File: config.mk
export PLATFORM = sky130hd
export DESIGN_NAME = srcdenc
export DESIGN_NICKNAME = d
export VERILOG_FILES = /design/src/rtl/srcdenc.sv
export SDC_FILE = /design/constraint.sdc
export NUM_CORES = 1
export LEC_CHECK = 0
export BUFFER_PORTS_ARGS = -buffer_cell sky130_fd_sc_hd__buf_2
export CAP_MARGIN = 20
export CELL_PAD_IN_SITES_DETAIL_PLACEMENT = 1
export CELL_PAD_IN_SITES_GLOBAL_PLACEMENT = 1
export CORE_MARGIN = 4
export CORE_UTILIZATION = 37
export CTS_CLUSTER_DIAMETER = 100
export DETAILED_ROUTE_END_ITERATION = 8
export GPL_TIMING_DRIVEN = 0
export PLACE_DENSITY = 0.77
export SETUP_SLACK_MARGIN = 0.3
export SYNTH_ARGS = -nofsm -noshare
export SYNTH_HDL_FRONTEND = slang
export SYNTH_SLANG_ARGS = --single-unit
File: constraint.sdc
create_clock -name clk -period 2.25 [get_ports clk]
set_input_delay 0.1125 -clock clk [delete_from_list [all_inputs] [get_ports clk]]
set_output_delay 0.1125 -clock clk [all_outputs]
set_load 0.01 [all_outputs]
File: src/rtl/srcdenc.sv
// Prefetch-word decoder: classifies each opcode into a source-data type code and
// assembles the 32-bit MOVEI immediate from the two words that follow it.
module srcdenc (
   input  logic        clk,
   input  logic        resetl,
   input  logic [15:0] iw,
   input  logic        iw_valid,
   output logic        iw_ready,
   input  logic        flush,
   input  logic        op_ready,
   output logic        op_valid,
   output logic [5:0]  opcode,
   output logic [4:0]  srcop,
   output logic [4:0]  dstop,
   output logic        srcdat_0,
   output logic        srcdat_1,
   output logic        srcdat_2,
   output logic        srcdat_3,
   output logic [31:0] imm,
   output logic        imm_valid
);

   typedef enum logic [1:0] {DEC, IMLO, IMHI, HOLD} state_e;

   localparam logic [5:0] OP_MOVEI = 6'd38;

   state_e      state_q;
   logic        op_valid_q;
   logic        imm_valid_q;
   logic [5:0]  opcode_q;
   logic [4:0]  srcop_q;
   logic [4:0]  dstop_q;
   logic [3:0]  srcdat_q;
   logic [3:0]  srcdat_d;
   logic [31:0] imm_q;
   logic        accept;

   // srcdat_d[3] is s0, so the literals read left to right as s0..s3
   always_comb begin
      srcdat_d = '0;
      case (iw[15:10])
         6'd2, 6'd6, 6'd24, 6'd25: srcdat_d = 4'b1000;
         6'd31, 6'd53:             srcdat_d = 4'b1010;
         6'd14:                    srcdat_d = 4'b0101;
         6'd15:                    srcdat_d = 4'b1001;
         6'd51:                    srcdat_d = 4'b1110;
         default:                  srcdat_d = 4'b0000;
      endcase
   end

   always_comb begin
      iw_ready = 1'b0;
      if (resetl && !flush) begin
         unique case (state_q)
            DEC:        iw_ready = ~op_valid_q | op_ready;
            IMLO, IMHI: iw_ready = 1'b1;
            HOLD:       iw_ready = 1'b0;
         endcase
      end
   end

   assign accept = iw_valid & iw_ready;

   always_ff @(posedge clk or negedge resetl) begin
      if (!resetl) begin
         state_q     <= DEC;
         op_valid_q  <= 1'b0;
         imm_valid_q <= 1'b0;
         opcode_q    <= '0;
         srcop_q     <= '0;
         dstop_q     <= '0;
         srcdat_q    <= '0;
         imm_q       <= '0;
      end else if (flush) begin
         state_q     <= DEC;
         op_valid_q  <= 1'b0;
         imm_valid_q <= 1'b0;
      end else begin
         unique case (state_q)
            DEC: begin
               if (accept) begin
                  opcode_q <= iw[15:10];
                  srcop_q  <= iw[9:5];
                  dstop_q  <= iw[4:0];
                  srcdat_q <= srcdat_d;
                  if (iw[15:10] == OP_MOVEI) begin
                     state_q    <= IMLO;
                     op_valid_q <= 1'b0;
                  end else begin
                     op_valid_q <= 1'b1;
                  end
               end else if (op_ready) begin
                  op_valid_q <= 1'b0;
               end
            end
            IMLO: begin
               if (accept) begin
                  imm_q[15:0] <= iw;
                  state_q     <= IMHI;
               end
            end
            IMHI: begin
               if (accept) begin
                  imm_q[31:16] <= iw;
                  imm_valid_q  <= 1'b1;
                  op_valid_q   <= 1'b1;
                  state_q      <= HOLD;
               end
            end
            HOLD: begin
               if (op_ready) begin
                  state_q     <= DEC;
                  op_valid_q  <= 1'b0;
                  imm_valid_q <= 1'b0;
               end
            end
         endcase
      end
   end

   assign op_valid  = op_valid_q;
   assign imm_valid = imm_valid_q;
   assign opcode    = opcode_q;
   assign srcop     = srcop_q;
   assign dstop     = dstop_q;
   assign srcdat_0  = srcdat_q[3];
   assign srcdat_1  = srcdat_q[2];
   assign srcdat_2  = srcdat_q[1];
   assign srcdat_3  = srcdat_q[0];
   assign imm       = imm_q;

endmodule
## Yosys cells after proc, flatten, opt, wreduce, memory -nomap -nowiden

Index checks and enable logic that the tools add are counted.

- Equal/unequal tests: 18
- Muxes and demuxes: 19
- Bitwise operators: 4
- Reduce and logical (&&, ||, !) cells: 14

Operators with widths:

| operator | number |
|---|---|
| $pmux 4 s5 | 1 |
| $eq 6x5->1 const B | 3 |
| $eq 6x6->1 const B | 3 |
| $ne 3x3->1 const B | 5 |
| $eq 6x4->1 const B | 2 |
| $mux 2 | 6 |
| $reduce_and 3->1 | 4 |
| $mux 1 | 8 |
| $pmux 2 s4 | 1 |
| $eq 6x2->1 const B | 1 |
| $eq 6x3->1 const B | 1 |
| $pmux 1 s3 | 2 |
| $reduce_and 5->1 | 1 |
| $eq 2x2->1 const B | 2 |
| $reduce_bool 4->1 | 1 |
| $reduce_or 2->1 | 2 |
| $reduce_or 4->1 | 1 |
| $reduce_bool 3->1 | 1 |
| $eq 2x1->1 const B | 1 |
| $logic_not 2->1 | 1 |
| $not 1->1 | 2 |
| $pmux 1 s2 | 1 |
| $reduce_and 2->1 | 1 |
| $and 1x1->1 | 1 |
| other kinds (3) | 3 |

- Flip-flop bits (word level): 56
- Input port bits: 21
- Output and inout bits: 55
- Logic and storage cells: 64

## Longest topological paths before layout

- Depth after elaboration: 8
- Mapped depth: 7
- Mapped depth without buffers: 6

## Worst setup path after synthesis

No wires, ideal clock.

- Kind: register to register
- Start point: register state_q[0]
- End point: register imm_q[10], in the netlist imm[10]
- Setup time: 0.125 ns
- Data arrival time: 2.027 ns
- Required time: 2.125 ns
- Slack: 0.098 ns
- Cell stages (with the launch flop): 8
- Path buffers: 1
- Clock period less this slack: 2.152 ns
- Cells stage by stage: dfrtp_1 -> inv_1 -> ha_1 -> nor2_2 -> a2111oi_4 -> nand2_4 -> buf_6 -> mux2_4

- Cells in the longest elaborated chain, start to end: 6
- Elaborated cells on any way between the ends: 9

Ends and longest elaborated chain:

| element | RTL line | source |
|---|---|---|
| start: declaration | 27 | `state_e state_q;` |
| start signal: assignment | 66 | `state_q <= DEC;` |
| start signal: assignment | 75 | `state_q <= DEC;` |
| start signal: assignment | 87 | `state_q <= IMLO;` |
| $eq 2x2->1 or $eq 2x1->1 (tied branches) | 54, 79 |  |
| $reduce_or 2->1 | 54 | `unique case (state_q)` |
| $pmux 1 s3 | 54 |  |
| $mux 1 | 53 | `if (resetl && !flush) begin` |
| $and 1x1->1 | 62 | `assign accept = iw_valid & iw_ready;` |
| $reduce_and 3->1 (no line) (*) | -- |  |
| end signal: assignment | 98 | `imm_q[15:0] <= iw;` |
| end: declaration | 35 | `logic [31:0] imm_q;` |

Mark *: on every way between the ends. The rest lies on a longest branch, timed or not.
A chain may end at the register's enable or synchronous reset.

## Worst setup path after layout

- Start point: register state_q[0]
- End point: register opcode_q[5], in the netlist opcode[5]

- Cells in the longest elaborated chain, start to end: 6
- Elaborated cells on any way between the ends: 9

Ends and longest elaborated chain:

| element | RTL line | source |
|---|---|---|
| $eq 2x2->1 or $eq 2x1->1 (tied branches) | 54 |  |
| $reduce_or 2->1 | 54 |  |
| $pmux 1 s3 | 54 |  |
| $mux 1 | 53 |  |
| $and 1x1->1 | 62 |  |
| $reduce_and 3->1 (no line) (*) | -- |  |
| end signal: assignment | 82 | `opcode_q <= iw[15:10];` |
| end: declaration | 30 | `logic [5:0] opcode_q;` |

Marks and branches as above.

==> flow_summary.ini <==
[die]
dieArea_um2 = 8195
io-pin-count = 76
die_h_um = 90.53
dieWidth_um = 90.53
start_util_pct = 38.80
core-area_um2 = 6495
fp-row-count = 29

[sta]
finalMaxSlewViolations = 0
fin_ws_ps = 393.2
rsz0062_at_grt = false
fin_crit_sh_pct = 82.52
fmax_mhz = 538.6
hold_viol = 0
period_needed_ps = 1857
clock_skew_ps = 9.239
worstMarginPinSlew_ps = 836.1
relSlewSlack_pct = 44.08
finalSetupViolCount = 0

[power_and_ir_drop]
design_power_total_mw = 3.147
power.leakage_nw = 1.752
peakVddDrop_uv = 414.8
power.density_nw_per_um2 = 948.1

[cells_and_area]
syn2layout_area_growth_pct = 31.73
fin_nets = 295
utilization_pct = 51.11
diodes = 0
drive_gt1_share_pct = 57.41
nFillCells = 686

[status]
status = finished, final reports clean

[logic_synthesis]
yosys.area.top_type = dfrtp_1
netlist.area_leader.share_pct = 55.61
ys_types = 39
synth_seq_cells = 56
yosysWarnings = 0
synth_edf_count = 0
seq_area_frac_synth_pct = 55.61
synthesis.nets = 200
syn-cell-area_um2 = 2520
netlist_instances = 175
async_flop_share_pct = 100.0
synth_area_per_cell_um2 = 14.40
yosys_most_used_dff = dfrtp_1
yosys-top-cells-area = dfrtp_1 (56%), mux2_2 (13%), mux2_4 (12%)

[cts]
h-tree-depth = 2
clock_latency_ps = 290
clk_pin_slew_ps = 100
cts_buffers = 5
root_buffer = clkbuf_8
clock_path_buffers = 2
cts_tree = built
cts_sinks = 56

[placement]
post-place-ws_ps = -278.6
port_buffers = 73
hpwl_um = 4327
gp_congestion = 0.7357

[drt]
post_drt_via_cell_ratio = 4.994
drt-initial-drc-count = 34
finalWirelength_um = 6163
detail_route.wl_per_cell_um = 17.76
vias = 1733
dr.pass1.iters = 4
drcViolationCount = 0
ant_nets = 0

[critical_path]
critical_path_required_ps = 2440
crit_top_cell = buf_4
crit_slowest_cell = or4b_1
crit_arrival_ps = 2050
critPathKind = flip-flop to flip-flop
r2r_cells = 6
worstPathCellList = inv_2, ha_4, or4b_1, buf_4, buf_4, mux2_2
rrSetupSlack_ps = 390
r2r-start = state_q[0]$_DFFE_PN0P_
endpoint_kind = flip-flop
path_buf_inv = 3
worstReg2RegEnd = opcode[5]$_DFFE_PN0P_
slowest_delay_ps = 440
path_max_fanout = 10
crit_family = buffers and inverters
startpoint_type = flip-flop

[global_route]
grt_max_degree = 38
use_met1_pct = 20.20
antenna_found_initial = 0
groute.usage.overall_pct = 15.58
busiest_layer = met2
grt_overflow = 0
first_global_vias = 1880
use_met2_pct = 26.19
grt_pass1_wl_um = 10260
grt_use_met3_pct = 3.833

[hold_path]
whs_endpoint = imm_valid$_DFFE_PN0P_
hold_depth = 2
min_from = flush
hp-class = input port to flip-flop

[flow_run]
drv_cap = 0
per-stage QoR:
step / TNS (ps) / hold WS (ps) / instance area (um2) / std cells
floorplan: 0 / -183.1 / 2536 / 175
global placement: -37130 / 376.3 / 2998 / 325
detailed placement: -8167 / 85.55 / 3018 / 326
CTS: 0 / 64.08 / 3283 / 344
global route: 0 / 59.06 / 3319 / 347
finish: 0 / 65.20 / 3319 / 347
Yosys cell counts, types with 2 or more instances:
cell type	count
a211oi_1	2
buf_2	2
buf_6	2
clkbuf_1	3
dfrtp_1	56
ha_1	4
inv_1	7
mux2_2	29
mux2_4	20
mux2i_1	2
nand2_1	8
nand2_4	2
nand2b_1	3
nor2_1	5
nor2b_1	2
nor3b_1	2
o21ai_0	3
o31ai_1	2
kinds of logic (layout without fill, tap and decap cells):
| group | after synthesis | in the layout | share of synthesized area [%] |
|---|---|---|---|
| buffers and inverters | 14 | 109 | 2.781 |
| adder cells (fa/ha/maj) | 4 | 4 | 1.986 |
| XOR/XNOR | 1 | 1 | 0.3476 |
| multiplexers | 51 | 51 | 25.67 |
| AND/OR/NAND/NOR | 31 | 31 | 7.448 |
| flip-flops | 56 | 56 | 55.61 |
| AO/OA/AOI/OAI | 18 | 18 | 6.157 |
area by class of cell:
cell class / count / area, um2 / share of cell area [%]
multi-input combinational: 105 / 1091 / 32.87
timing repair buffer: 88 / 549.3 / 16.55
sequential: 56 / 1401 / 42.22
inverter: 7 / 26.28 / 0.7916
clock inverter: 2 / 12.51 / 0.3769
tap: 77 / 96.34 / 2.902
clock buffer: 5 / 68.82 / 2.073
buffer: 7 / 73.82 / 2.224
sequential cells by signal, indices dropped and copies added, names as in the netlist:
| register | flops |
|---|---|
| imm | 32 |
| op_valid | 1 |
| opcode | 6 |
| srcdat_q | 4 |
| srcop | 5 |
| imm_valid | 1 |
| dstop | 5 |
| state_q | 2 |
worst max-delay path by stage:
stage / startpoint / end / slack, ps / cells past startpoint
2_1_floorplan: op_valid$_DFFE_PN0P_ / imm[10]$_DFFE_PN0P_ / 310 / 5
3_3_place_gp: resetl / imm[14]$_DFFE_PN0P_ / -800 / 6
3_5_place_dp: resetl / imm[7]$_DFFE_PN0P_ / -280 / 7
4_1_cts: state_q[1]$_DFFE_PN0P_ / imm[7]$_DFFE_PN0P_ / 270 / 8
5_1_grt: state_q[0]$_DFFE_PN0P_ / opcode[5]$_DFFE_PN0P_ / 290 / 6
6_report: state_q[0]$_DFFE_PN0P_ / opcode[5]$_DFFE_PN0P_ / 390 / 6
power breakdown:
part,internal (mW),switching [mW]
clock network,0.212,0.308
registers,1.29,0.147
logic,0.639,0.555
routing by layer:
layer  vias up  wire length [um]
met5         -                 0
li1        812                 -
met4         0                23
met3         2               354
met1       865              2749
met2        54              3035
cell usage in the layout, fill, tap and decap left out, types with 2 or more instances in the layout:
cell           count
mux2_4            20
dlygate4sd3_1      3
inv_2              2
nand2b_1           3
buf_2             72
nand2_8            2
inv_1              5
nand2_1            8
buf_6              2
ha_1               3
o31ai_1            2
buf_12             5
buf_4             10
mux2i_1            2
dfrtp_1           56
o21ai_0            3
clkbuf_8           5
mux2_2            29
nor3b_1            2
nor2b_1            2
nor2_1             5
clkbuf_1           2
repair_timing:
action,4_1_cts,5_1_grt
endpoints found under the setup margin,50,42
buffers inserted,6,3
pin swaps,1,2
cloned,1,0
resized for setup,11,7
hold buffers,4,0
hold endpoints to repair,55,0
(Power assumes the default switching activity.)
